`src/rtl/fetch_pkg.sv`:
```
// Shared fetch constants and FSM state type.
// Used by the fetch sequencer, ROM and decoder.
package fetch_pkg;

  localparam int          ADDR_W     = 8;
  localparam int          INST_W     = 10;
  localparam int          CNT_W      = 16;
  localparam int unsigned START_ADDR = 1;

  typedef enum logic [1:0] {
    IDLE = 2'd0,
    RUN  = 2'd1,
    DONE = 2'd2
  } state_e;

endpackage

```
`src/rtl/fetch_next_pc.sv`:
```
// Next-PC / next-state mux for the fetch sequencer.
// Purely combinational; all state lives in the parent.
module fetch_next_pc #(
  parameter int          ADDR_W     = 8,
  parameter int unsigned START_ADDR = 1
) (
  input  fetch_pkg::state_e  i_state,
  input  logic [ADDR_W-1:0]  i_pc,
  input  logic               i_start,
  input  logic               i_stall,
  input  logic               i_valid,
  input  logic               i_halt,
  input  logic               i_br,
  input  logic [ADDR_W-1:0]  i_br_tgt,
  output fetch_pkg::state_e  o_state,
  output logic [ADDR_W-1:0]  o_pc,
  output logic               o_clear,
  output logic               o_load,
  output logic               o_kill,
  output logic               o_retire
);
  import fetch_pkg::*;

  logic w_adv;
  logic w_hlt;
  logic w_jmp;

  assign w_adv = (i_state == RUN) & ~i_stall;
  // Halt outranks a same-cycle branch.
  assign w_hlt = w_adv & i_valid & i_halt;
  assign w_jmp = w_adv & i_valid & i_br & ~i_halt;

  always_comb begin
    o_state  = i_state;
    o_pc     = i_pc;
    o_clear  = 1'b0;
    o_load   = 1'b0;
    o_kill   = 1'b0;
    o_retire = w_adv & i_valid;
    unique case (i_state)
      IDLE, DONE: begin
        if (i_start) begin
          o_state = RUN;
          o_pc    = ADDR_W'(START_ADDR);
          o_clear = 1'b1;
        end
      end
      RUN: begin
        unique case (1'b1)
          w_hlt: begin
            o_state = DONE;
            o_kill  = 1'b1;
          end
          w_jmp: begin
            o_pc   = i_br_tgt;
            o_kill = 1'b1;
          end
          default: begin
            if (w_adv) begin
              o_load = 1'b1;
              o_pc   = i_pc + 1'b1;
            end
          end
        endcase
      end
      default: o_state = IDLE;
    endcase
  end

endmodule

```
`src/rtl/inst_fetch_ctrl.sv`:
```
// Fetch sequencer: owns the PC, drives the ROM address and
// registers each fetched word for the decoder.
module inst_fetch_ctrl #(
  parameter int          ADDR_W     = fetch_pkg::ADDR_W,
  parameter int          INST_W     = fetch_pkg::INST_W,
  parameter int unsigned START_ADDR = fetch_pkg::START_ADDR,
  parameter int          CNT_W      = fetch_pkg::CNT_W
) (
  input  logic              clk,
  input  logic              reset,
  input  logic              start,
  output logic [ADDR_W-1:0] rom_addr,
  input  logic [INST_W-1:0] rom_data,
  output logic [INST_W-1:0] inst,
  output logic [ADDR_W-1:0] inst_pc,
  output logic              inst_valid,
  input  logic              stall,
  input  logic              branch_taken,
  input  logic [ADDR_W-1:0] branch_target,
  input  logic              halt,
  output logic              busy,
  output logic              done,
  output logic [CNT_W-1:0]  inst_count
);
  import fetch_pkg::*;

  state_e            r_state;
  logic [ADDR_W-1:0] r_pc;
  logic [INST_W-1:0] r_inst;
  logic [ADDR_W-1:0] r_inst_pc;
  logic              r_valid;
  logic [CNT_W-1:0]  r_cnt;

  state_e            w_state;
  logic [ADDR_W-1:0] w_pc;
  logic              w_clear;
  logic              w_load;
  logic              w_kill;
  logic              w_retire;

  fetch_next_pc #(
    .ADDR_W     (ADDR_W),
    .START_ADDR (START_ADDR)
  ) u_next (
    .i_state  (r_state),
    .i_pc     (r_pc),
    .i_start  (start),
    .i_stall  (stall),
    .i_valid  (r_valid),
    .i_halt   (halt),
    .i_br     (branch_taken),
    .i_br_tgt (branch_target),
    .o_state  (w_state),
    .o_pc     (w_pc),
    .o_clear  (w_clear),
    .o_load   (w_load),
    .o_kill   (w_kill),
    .o_retire (w_retire)
  );

  always_ff @(posedge clk) begin
    if (reset) begin
      r_state   <= IDLE;
      r_pc      <= ADDR_W'(START_ADDR);
      r_inst    <= '0;
      r_inst_pc <= '0;
      r_valid   <= 1'b0;
      r_cnt     <= '0;
    end else begin
      r_state <= w_state;
      r_pc    <= w_pc;
      if (w_load) begin
        r_inst    <= rom_data;
        r_inst_pc <= r_pc;
      end
      if (w_clear | w_kill) begin
        r_valid <= 1'b0;
      end else if (w_load) begin
        r_valid <= 1'b1;
      end
      // Counter saturates rather than wrapping.
      if (w_clear) begin
        r_cnt <= '0;
      end else if (w_retire && (r_cnt != '1)) begin
        r_cnt <= r_cnt + 1'b1;
      end
    end
  end

  assign rom_addr   = r_pc;
  assign inst       = r_inst;
  assign inst_pc    = r_inst_pc;
  assign inst_valid = r_valid;
  assign inst_count = r_cnt;
  assign busy       = (r_state == RUN);
  assign done       = (r_state == DONE);

endmodule

```
`config.mk`:
```
export PLATFORM = sky130hd
export DESIGN_NAME = inst_fetch_ctrl
export DESIGN_NICKNAME = d
export VERILOG_FILES = /design/src/rtl/fetch_pkg.sv /design/src/rtl/fetch_next_pc.sv /design/src/rtl/inst_fetch_ctrl.sv
export SDC_FILE = /design/constraint.sdc
export NUM_CORES = 1
export LEC_CHECK = 0
export CORE_UTILIZATION = 39
export DETAILED_ROUTE_END_ITERATION = 10
export GPL_TIMING_DRIVEN = 0
export HOLD_SLACK_MARGIN = 0.03
export MAX_ROUTING_LAYER = met4
export PLACE_DENSITY = 0.69
export SLEW_MARGIN = 10
export SYNTH_ARGS = -nofsm -noshare
export SYNTH_HDL_FRONTEND = slang
export SYNTH_SLANG_ARGS = --single-unit
export TNS_END_PERCENT = 1
```
`constraint.sdc`:
```
create_clock -name clk -period 4 [get_ports clk]
set_clock_uncertainty 0.2 [all_clocks]
set_input_delay 1.2 -clock clk [delete_from_list [all_inputs] [get_ports clk]]
set_output_delay 1.2 -clock clk [all_outputs]
set_load 0.02 [all_outputs]
```
==> flow_summary.toml <==
[floorplanning]
core_sq_mm = 0.005507
fp-row-count = 27
initial_core_util_pct = 40.31
die_h_um = 77.44
die_area_sq_mm = 0.005997
design.portCount = 69
die_x_um = 77.44

[finish]
syn2layout_area_growth_pct = 38.44
fin_cells = 421
nets = 374
drive_above_1_share_pct = 6.304
fin_util_pct = 55.81
post-route-cell-area_sq_mm = 0.003073
antenna_cells = 0

[synthesis]
synth-compound-area-share_pct = 20.74
syn_area_sq_mm = 0.002220
yosysTopAreaCell = "dfxtp_1"
ys_warn_count = 0
synth_area_leaders = "dfxtp_1 41%, a21oi_1 9.5%, nand2_1 8.5%"
yosys-mux-area-fraction_pct = 3.608
ys.flop_type = "dfxtp_1"
syn_inst = 273
synth.net_count = 299
synth_xor_area_share_pct = 0
synth_seq_cells = 45
synthSimpleGateAreaFrac_pct = 29.09
synth_most_common_cell = "nand2_1"
async_flop_share_pct = 0
synth_fa_ha_area_share_pct = 1.127
syn_area_per_cell_sq_um = 8.131
yosys-top-cells-count = "50 x nand2_1, 45 x dfxtp_1, 42 x a21oi_1, 12 x nand3_1"
synth_seq_area_share_pct = 40.59
synth_cell_type_count = 47
synth_edf_count = 0
synth_top_family_by_area = "simple AND/OR/NAND/NOR gates"
synth_top_area_share_pct = 40.59

[sta]
worst_pin_slew_ns = 0.5837
final_max_slew_viol_count = 0
fin_crit_sh_pct = 76.40
fin_crit_ns = 3.056
fmax_mhz = 327.2
final-hold-violation-count = 0
finalSetupViolations = 0
setup_tns_ns = 0
max_slew_margin_pct = 61.09
rsz0062_at_grt = "no"

[clock_network]
cts-htree-levels = 2
cts_hold_buf = 0
cts_tree = "done"
clockBufferDepth = 2
cts-buffers-inserted = 5
clockRootBuffer = "clkbuf_8"
cts_sinks = 45
clkLatencyLatePin_ns = 0.30
cts_setup_buffers = 0
clk_pin_slew_ns = 0.08
postCtsResizedCells = 0

[worst_setup_path]
start_kind = "flop"
cp-end-kind = "output port"
crit_required_ns = 2.60
arrival_ns = 1.66
path_max_fanout = 6
critPathKind = "flop to output port"

[power_and_ir_drop]
sw_frac_of_total_pct = 25.77
seqPwrFrac_pct = 54.5
p_comb_share_pct = 12.9
vdd_ir_drop_max_mv = 0.1569
finalPower_mw = 0.8475
power_leakage_nw = 1.041
power_switching_mw = 0.2184
internal-power_mw = 0.6291
clockPowerShare_pct = 32.6
p_per_area_mw_per_mm2 = 275.8

[drt]
ant_nets = 0
via_count = 2248
drt_iter0_drc = 157
dr.pass1.iters = 4
wl_per_cell_um = 13.82
drc = 0
viasPerCell = 5.340
routed_wl_mm = 5.820

[placed_design]
port_buffers = 68
dp_hpwl_mm = 4.160
placed_cell_area_sq_mm = 0.002990
dp.cells = 413
gp_congestion = 0.8122

[job]
drv_cap = 0

[grt]
grt_pass1_wl_mm = 9.942
grt_use_total_pct = 21.09
antenna_found_initial = 0
grt_pass1_vias = 2087
grt-ovfl-total = 0
grt_max_degree = 14

[min_path]
min_path_type = "flop to flop"

[run_status]
outcome = "completed"
[layout by cell type, fill, tap and decap left out, drive strengths merged, types with 3 or more instances in the layout]
cell,netlist,layout
nor2,6,6
or4,5,5
and3,10,10
nand4,8,8
a211oi,4,4
inv,7,7
nand2b,3,3
mux2i,8,8
dfxtp,45,45
o31ai,3,3
nand3,12,12
o21ai,8,8
and4,4,4
o32ai,3,3
nand2,50,50
buf,7,7
a21oi,42,42
clkbuf,9,15
clkdlybuf4s50,0,68
or3,8,8
[power groups by stage]
stage | Clock, mW | Sequential [mW] | Combinational [mW]
floorplan | 0 | 0.479 | 0.0483
CTS | 0.284 | 0.462 | 0.109
global placement | 0 | 0.472 | 0.108
global route | 0.302 | 0.463 | 0.120
detailed placement | 0 | 0.472 | 0.109
finish | 0.276 | 0.462 | 0.110
[metrics by stage]
stage / hold slack (ns) / setup WS (ns)
floorplan: 0.3330 / 1.456
CTS: 0.2577 / 0.9219
global placement: 0.2403 / 0.6857
global route: 0.2832 / 0.8089
finish: 0.2554 / 0.9439
detailed placement: 0.2458 / 0.6795
[sequential cells by signal (all words and copies together), names as in the netlist]
name	cells
rom_addr	8
inst	10
r_state	2
inst_pc	8
inst_valid	1
inst_count	16
[final cells by class]
cell class | instances | area, sq um
tap | 72 | 90.09
buffer | 16 | 81.33
clock inverter | 2 | 10.01
multi-input combinational | 205 | 1211
timing repair buffer | 68 | 680.7
sequential | 45 | 900.9
clock buffer | 6 | 72.57
fill | 503 | 2434
inverter | 7 | 26.28
[routing by layer]
layer	up-vias	GRT usage [%]	routed length, um
met2	41	32.21	2596
met3	6	3.294	156
li1	1147	-	-
met1	1054	28.88	3001
met4	0	5.660	66
met5	-	-	0
[path summary, 6_finish.rpt]
kind	startpoint	endpoint	slack (ns)	depth (start not counted)
max	r_state[0]	busy	0.94	2
min	inst[4]	inst[4]	0.26	2
max reg2reg	inst_valid	inst_count[5]	1.99	6
min reg2reg	inst[4]	inst[4]	0.26	2
[critical path, cell delays in order (launching register included)]
cell,delay [ns]
dfxtp_1,0.39
nor2b_1,0.31
clkdlybuf4s50_1,0.67
[cell families (layout without fill, tap and decap cells)]
kind of cell	Yosys count	count (layout)
simple gates	119	119
buf+inv	23	99
fa+ha+maj	2	2
mux	8	8
flops	45	45
compound gates	76	76
No activity file was read; power rests on OpenSTA's default activity.
